==> config.mk <==
export PLATFORM = sky130hd
export DESIGN_NAME = dbg_gpr_access
export DESIGN_NICKNAME = d
export VERILOG_FILES = /design/src/rtl/dbg_pkg.sv /design/src/rtl/dbg_halt_timer.sv /design/src/rtl/dbg_gpr_access.sv
export SDC_FILE = /design/constraint.sdc
export NUM_CORES = 1
export LEC_CHECK = 0
export BUFFER_PORTS_ARGS = -buffer_cell sky130_fd_sc_hd__buf_2
export CAP_MARGIN = 20
export CORE_MARGIN = 3
export CORE_UTILIZATION = 30
export CTS_CLUSTER_SIZE = 14
export DETAILED_ROUTE_END_ITERATION = 10
export SKIP_CTS_REPAIR_TIMING = 1
export SLEW_MARGIN = 15
export SYNTH_ARGS = -nofsm -noshare
export SYNTH_HDL_FRONTEND = slang
export SYNTH_SLANG_ARGS = --single-unit
==> constraint.sdc <==
create_clock -name clock -period 7.9 [get_ports clock]
set_input_delay 1.975 -clock clock [delete_from_list [all_inputs] [get_ports clock]]
set_output_delay 1.975 -clock clock [all_outputs]
set_load 0.02 [all_outputs]
==> src/rtl/dbg_pkg.sv <==
// Shared types and constants for the debug GPR access block.
package dbg_pkg;

  localparam int unsigned XLEN_DEFAULT = 64;
  localparam int unsigned IDX_W        = 5;

  typedef enum logic [1:0] {
    ST_IDLE,
    ST_HALT,
    ST_ACCESS,
    ST_RESP
  } state_e;

  // x0 is hardwired to zero: writes are dropped and reads return 0.
  function automatic logic is_zero_idx(input logic [IDX_W-1:0] idx);
    return idx == '0;
  endfunction

endpackage

==> src/rtl/dbg_halt_timer.sv <==
// Counts HALT cycles spent waiting for halt_ack; flags the last allowed cycle.
module dbg_halt_timer #(
  parameter int unsigned LIMIT = 255
) (
  input  logic clock,
  input  logic reset,
  input  logic clear,
  input  logic enable,
  output logic expired
);

  localparam logic [7:0] LAST = 8'(LIMIT - 1);

  logic [7:0] count;

  // NOTE: sequential state uses non-blocking assignments so every flop samples pre-edge values.
  always_ff @(posedge clock or posedge reset) begin
    if (reset) begin
      count <= '0;
    end else if (clear) begin
      count <= '0;
    end else if (enable) begin
      count <= count + 8'd1;
    end
  end

  // Asserted during the LIMIT-th consecutive un-acked HALT cycle.
  assign expired = enable && (count >= LAST);

endmodule

==> src/rtl/dbg_gpr_access.sv <==
// Debug port access to the core GPR file: halts the core, performs one
// read or write through the existing regfile ports, then returns a response.
module dbg_gpr_access
  import dbg_pkg::*;
#(
  parameter int unsigned XLEN         = XLEN_DEFAULT,
  parameter int unsigned HALT_TIMEOUT = 255
) (
  input  logic             clock,
  input  logic             reset,
  input  logic             cmd_valid,
  output logic             cmd_ready,
  input  logic             cmd_write,
  input  logic [IDX_W-1:0] cmd_idx,
  input  logic [XLEN-1:0]  cmd_wdata,
  output logic             rsp_valid,
  input  logic             rsp_ready,
  output logic [XLEN-1:0]  rsp_rdata,
  output logic             rsp_err,
  output logic             halt_req,
  input  logic             halt_ack,
  output logic [IDX_W-1:0] rf_ridx,
  input  logic [XLEN-1:0]  rf_rdata,
  output logic             rf_wen,
  output logic [IDX_W-1:0] rf_widx,
  output logic [XLEN-1:0]  rf_wdata
);

  state_e             state;
  logic               lat_write;
  logic [IDX_W-1:0]   lat_idx;
  logic [XLEN-1:0]    lat_wdata;
  logic               accept;
  logic               timer_en;
  logic               expired;

  assign accept   = (state == ST_IDLE) && cmd_valid && cmd_ready;
  assign timer_en = (state == ST_HALT) && !halt_ack;

  dbg_halt_timer #(
    .LIMIT (HALT_TIMEOUT)
  ) u_halt_timer (
    .clock   (clock),
    .reset   (reset),
    .clear   (accept),
    .enable  (timer_en),
    .expired (expired)
  );

  assign rf_ridx  = lat_idx;
  assign rf_widx  = lat_idx;
  assign rf_wdata = lat_wdata;

  // Outputs are registered alongside the state, so each is loaded with the
  // value that belongs to the state being entered.
  always_ff @(posedge clock or posedge reset) begin
    if (reset) begin
      state     <= ST_IDLE;
      cmd_ready <= 1'b0;
      halt_req  <= 1'b0;
      rf_wen    <= 1'b0;
      rsp_valid <= 1'b0;
      rsp_rdata <= '0;
      rsp_err   <= 1'b0;
      lat_write <= 1'b0;
      lat_idx   <= '0;
      lat_wdata <= '0;
    end else begin
      rf_wen <= 1'b0;
      unique case (state)
        ST_IDLE: begin
          cmd_ready <= 1'b1;
          if (accept) begin
            lat_write <= cmd_write;
            lat_idx   <= cmd_idx;
            lat_wdata <= cmd_wdata;
            cmd_ready <= 1'b0;
            halt_req  <= 1'b1;
            state     <= ST_HALT;
          end
        end
        ST_HALT: begin
          // An ack in the final allowed cycle still wins over the timeout.
          if (halt_ack) begin
            rf_wen <= lat_write && !is_zero_idx(lat_idx);
            state  <= ST_ACCESS;
          end else if (expired) begin
            rsp_valid <= 1'b1;
            rsp_err   <= 1'b1;
            rsp_rdata <= '0;
            state     <= ST_RESP;
          end
        end
        ST_ACCESS: begin
          rsp_valid <= 1'b1;
          rsp_err   <= 1'b0;
          rsp_rdata <= (lat_write || is_zero_idx(lat_idx)) ? '0 : rf_rdata;
          state     <= ST_RESP;
        end
        ST_RESP: begin
          if (rsp_ready) begin
            rsp_valid <= 1'b0;
            rsp_err   <= 1'b0;
            rsp_rdata <= '0;
            halt_req  <= 1'b0;
            cmd_ready <= 1'b1;
            state     <= ST_IDLE;
          end
        end
      endcase
    end
  end

endmodule

# Word level (Yosys, flattened, before mapping)
# Cells that the tools add are included.
dict set report word_totals {
  output_inout_bits 143
  regBits 149
}
dict set report classes {
  reduce_logical 18
  magnitude_cmp 1
  eq_ne 8
  n_mux 24
  n_addsub 1
}
# cell count
set op_table {}
lappend op_table {{$mux W64} 4}
lappend op_table {{$pmux W64 S3} 1}
lappend op_table {{$mux W8} 2}
lappend op_table {{$add A8 B1 Y8 const B} 1}
lappend op_table {{$ge A8 B8 Y1 const B} 1}
lappend op_table {{$mux W1} 8}
lappend op_table {{$mux W2} 4}
lappend op_table {{$ne A2 B2 Y1 const B} 4}
lappend op_table {{$pmux W2 S4} 1}
lappend op_table {{$pmux W1 S3} 2}
lappend op_table {{$reduce_and A3 Y1} 2}
lappend op_table {{$logic_and A1 B1 Y1} 5}
lappend op_table {{$logic_not A5 Y1} 1}
lappend op_table {{$eq A2 B2 Y1 const B} 2}
lappend op_table {{$pmux W1 S2} 2}
lappend op_table {{$reduce_and A2 Y1} 2}
lappend op_table {{$reduce_and A4 Y1} 1}
lappend op_table {{$reduce_bool A2 Y1} 2}
lappend op_table {{$ne A3 B3 Y1 const B} 1}
lappend op_table {{$reduce_bool A3 Y1} 1}
lappend op_table {{$eq A2 B1 Y1 const B} 1}
lappend op_table {{$logic_not A1 Y1} 2}
lappend op_table {{$logic_not A2 Y1} 1}
lappend op_table {{$logic_or A1 B1 Y1} 1}

# Longest topological paths before layout
dict set report logic_depth {
  word_depth 6
  depth_mapped 8
  ltp_nobuf 6
}

# Hierarchy
# A second synthesis with hierarchy kept.
dict set report hier_totals {
  hier_cells 669
  hier_area_um2 6884.1
}
# module seq_area_each_um2 cells_each instances area_each_um2
set modules_own_cells {}
lappend modules_own_cells {dbg_gpr_access 3528.4 626 1 6468.7}
lappend modules_own_cells {dbg_halt_timer 200.2 43 1 415.4}

# Worst setup path after synthesis
# Ideal clock, no wire load.
dict set report synth_path {
  kind {input -> register}
  startpoint {in rsp_ready}
  endpoint {reg rsp_rdata[0]}
  n_path_buf 2
  path_slack_ns 4.946
  arrival_ns 2.834
  cell_stages 6
  setup_time_ns 0.120
  path_cell_list {nor2b_1 -> nor2_1 -> and2_1 -> buf_4 -> buf_4 -> a31o_1}
}
dict set report synth_via {
  elab_chain_cells 2
}
# element line
set synth_lines {}
lappend synth_lines {{start, declared} dbg_gpr_access.sv:17} ;# input logic rsp_ready,
lappend synth_lines {{$ne A2 B2 Y1 (no line)} --}
lappend synth_lines {{$reduce_and A4 Y1 (no line)} --}
lappend synth_lines {{end signal, assigned} dbg_gpr_access.sv:97} ;# rsp_rdata <= (lat_write || is_zero_idx(lat_idx)) ? '0 : rf_rdata;
lappend synth_lines {{end, declared} dbg_gpr_access.sv:18} ;# output logic [XLEN-1:0] rsp_rdata,
# No other way between the ends.
# A chain may end at the register's enable or synchronous reset.

# Worst setup path after layout
dict set report layout_path {
  startpoint {in halt_ack}
  endpoint {reg rsp_rdata[50]}
}
dict set report layout_via {
  elab_chain_cells 5
  elab_cells_between_ends 6
}
# element line
set layout_lines {}
lappend layout_lines {{start, declared} dbg_gpr_access.sv:21} ;# input logic halt_ack,
lappend layout_lines {{$logic_not A1 Y1} dbg_gpr_access.sv:38} ;# assign timer_en = (state == ST_HALT) && !halt_ack;
lappend layout_lines {{$logic_and A1 B1 Y1} dbg_gpr_access.sv:38}
lappend layout_lines {{$logic_and A1 B1 Y1} dbg_halt_timer.sv:28} ;# assign expired = enable && (count >= LAST);
lappend layout_lines {{$ne A2 B2 Y1 (no line)} --}
lappend layout_lines {{$reduce_and A4 Y1 (no line) *} --}
# Mark *: on every way between the ends. The rest lies on a longest branch, timed or not.

==> impl_results.md <==
- Placement Rows: 52
- FILL cells: 2024
- Logic pwr share: 0.426
- Peak supply drop: 0.218 mV
- Clk pwr share: 0.239
- Flop pwr share: 0.336
- Number of global-route vias before repair: 5176
- Crit-path slowest cell: buf_4
- Setup Viol. Count Final: 0
- Clock root buffer: clkbuf_16
- Final Hold Viols: 0
- Syn Nets: 754
- CTS tree: yes
- Worst Path Buf+Inv: 3
- Antenna violations before repair: 2
- Final TNS setup: 0 ns
- Finished Cell Area: 8490 um2
- Clk slew on worst S/H paths: 0.06 ns
- CP Capture Type: flop
- Layout cell share with drive strength beyond 1: 0.377
- Worst-case hold slack: 0.464 ns
- Sw Share: 0.421
- Max Freq: 0.271 GHz
- Distinct cells, synth: 34
- Critical Path RT: 8.25 ns
- Placed insts: 1116
- IO Count: 282
- RSZ-0062 raised after global routing: no
- Psw: 0.00158 W
- Drt wl/cell: 15.6 um
- TritonCTS Sinks: 149
- H-tree depth: 4
- EDFF count, synth: 0
- Status: completed
- Kind of critical path: in -> reg
- Commonest non-fill, non-tap cell in the layout: buf_2
- 1st-iter DRT viols: 248
- Max Cap Viol: 0
- Clk Latency, worst-skew pair: 0.41 ns
- Post-route DRC: 0
- Net count, final: 1011
- Final period util: 0.466
- DR vias: 5301
- P&R area growth vs syn: 34.7%
- FF+latch count, synth: 149
- Die width: 151 um
- Critical-path cell list: buf_2 > o31ai_4 > buf_4 > and2_2 > buf_4 > a31o_2
- Final WS setup: 4.22 ns
- First-pass DRT Iterations: 4
- Tmin final: 3.68 ns
- I/O Buffers: 281
- Netlist Area Pre-Place: 6310 um2
- Post-Syn Instances: 608
- Max-Slew Margin vs Limit: 0.370
- P_leak: 4.63 nW
- Final WL: 17.9 mm
- Starting density of the core: 0.309
- Max stage delay on crit path: 0.54 ns
- First-pass GRT wire length: 27.7 mm
- Post-synthesis area per instance: 10.4 um2
- RePlAce Congestion: 0.734
- Largest net degree at the start of global routing: 79
- Die span in y: 151 um
- Tightest Pin Transition: 0.944 ns
- Final Non-Filler Cells: 1148
- Commonest non-fill, non-tap cells in the layout: buf_2 (281), nand2_1 (216), dfrtp_1 (149)
- WP data arrival: 4.03 ns
- Post-DP HPWL: 12.2 mm
- Die ar.: 22800 um2
- Crit path max fanout: 66
- Hold WC Path Type: reg -> reg
- Placed Area: 7840 um2
- Total GRT Usage: 0.154
- Most frequent cell on the critical path: buf_4
- Post-DR vias/cell: 4.62
- Num CTS Buffers: 17
- Sequential share of the synthesized area: 0.591
- Internal Pwr Total: 0.00218 W
- Deepest clock path buffer count: 2
- Pwr/cell area: 443 nW/um2
- Prevailing post-synth register cell: dfrtp_1
- YS warnings: 0
- Setup Skew: 0.0122 ns
- Async set-reset flop share out of synthesis: 1.00
- Gr ovfl total: 0
- ANT nets after route: 0
- Core box area: 20400 um2
- CP Launch Type: primary input
- Place WS: 3.80 ns
- Family with the most delay on the worst path: buffers and inverters
- Final Max Tran Viols: 0
## metal layers
layer	wire length, um	global-route usage	vias up
met1	7670	0.195	2503
met5	13	0	-
met2	8050	0.241	235
met3	2080	0.0751	12
met4	122	0.0326	2
li1	-	-	2549
## worst register-to-register path, stage by stage (launching register included)
cell,delay [ns]
dfrtp_1,0.41
inv_1,0.08
ha_1,0.14
o211ai_1,0.17
o31ai_4,0.20
buf_4,0.51
and2_2,0.36
buf_4,0.54
a31o_2,0.30
## through the flow
| step | total power (W) | util |
|---|---|---|
| after floorplan | 0.00238 | - |
| after global placement | 0.00289 | 0.384 |
| after CTS | 0.00382 | 0.416 |
| after global routing | 0.00403 | 0.416 |
| after detailed placement | 0.00290 | 0.384 |
| final | 0.00376 | 0.416 |
## cells by family after synthesis
logic type,after synthesis,synth area share
AND/OR/NAND/NOR,247,0.156
flip-flops,149,0.591
AO/OA/AOI/OAI,142,0.180
buffers and inverters,57,0.0506
adder cells (fa/ha/maj),7,0.0139
XOR/XNOR,6,0.00833
## cell usage after synthesis, types with 2 or more instances
library cell,n,area share
nand2_1,216,0.13
dfrtp_1,149,0.59
a21boi_0,64,0.076
a31o_1,60,0.083
clkbuf_1,21,0.013
nor2_1,12,0.0071
buf_4,11,0.013
buf_2,9,0.0071
buf_6,7,0.013
ha_1,7,0.014
inv_1,7,0.0042
xor2_1,5,0.0069
a31o_2,4,0.0056
and3_1,3,0.0030
nand3_1,3,0.0024
nand4_1,3,0.0030
o21ai_0,3,0.0024
a21oi_1,2,0.0016
and2_1,2,0.0020
buf_1,2,0.0012
nor2b_1,2,0.0020
nor3b_1,2,0.0024
o22a_1,2,0.0028
o22ai_1,2,0.0020
## area by class of cell
type	count	area (um2)	share of cell area
well taps	270	338	0.0398
inverters	7	31.3	0.00368
diodes	1	2.50	0.000295
repair buffers	288	1460	0.172
clock inverters	12	203	0.0239
multi-input cells	402	2290	0.269
clock buffers	19	443	0.0522
flip-flops and latches	149	3730	0.439
## worst paths after layout
kind,depth (start not counted),startpoint,to,slack (ns)
setup / recovery,6,halt_ack,rsp_rdata[50]$_DFFE_PP0P_,4.22
hold / removal,2,rf_wdata[18]$_DFFE_PP0P_,rf_wdata[18]$_DFFE_PP0P_,0.46
setup reg to reg,8,u_halt_timer.count[0]$_DFFE_PP0P_,rsp_rdata[50]$_DFFE_PP0P_,5.14
hold reg to reg,2,rf_wdata[18]$_DFFE_PP0P_,rf_wdata[18]$_DFFE_PP0P_,0.46
max in group asynchronous,3,reset,u_halt_timer.count[6]$_DFFE_PP0P_,4.76
min in group asynchronous,2,reset,rsp_rdata[59]$_DFFE_PP0P_,1.67
## power by group through the flow
stage	clock network, W	registers, W	logic (W)
global placement	0	0.00127	0.00162
finish	0.000897	0.00126	0.00160
floorplan	0	0.00163	0.000752
CTS	0.000924	0.00127	0.00163
detailed placement	0	0.00127	0.00163
global route	0.000959	0.00130	0.00177
## sequential cells by signal, indices dropped and copies added (netlist names)
register,flops
state,2
rsp_valid,1
u_halt_timer.count,8
lat_write,1
rsp_rdata,64
cmd_ready,1
rf_ridx,5
rsp_err,1
rf_wdata,64
rf_wen,1
halt_req,1
Note: power is estimated with default switching activity, not from simulation.
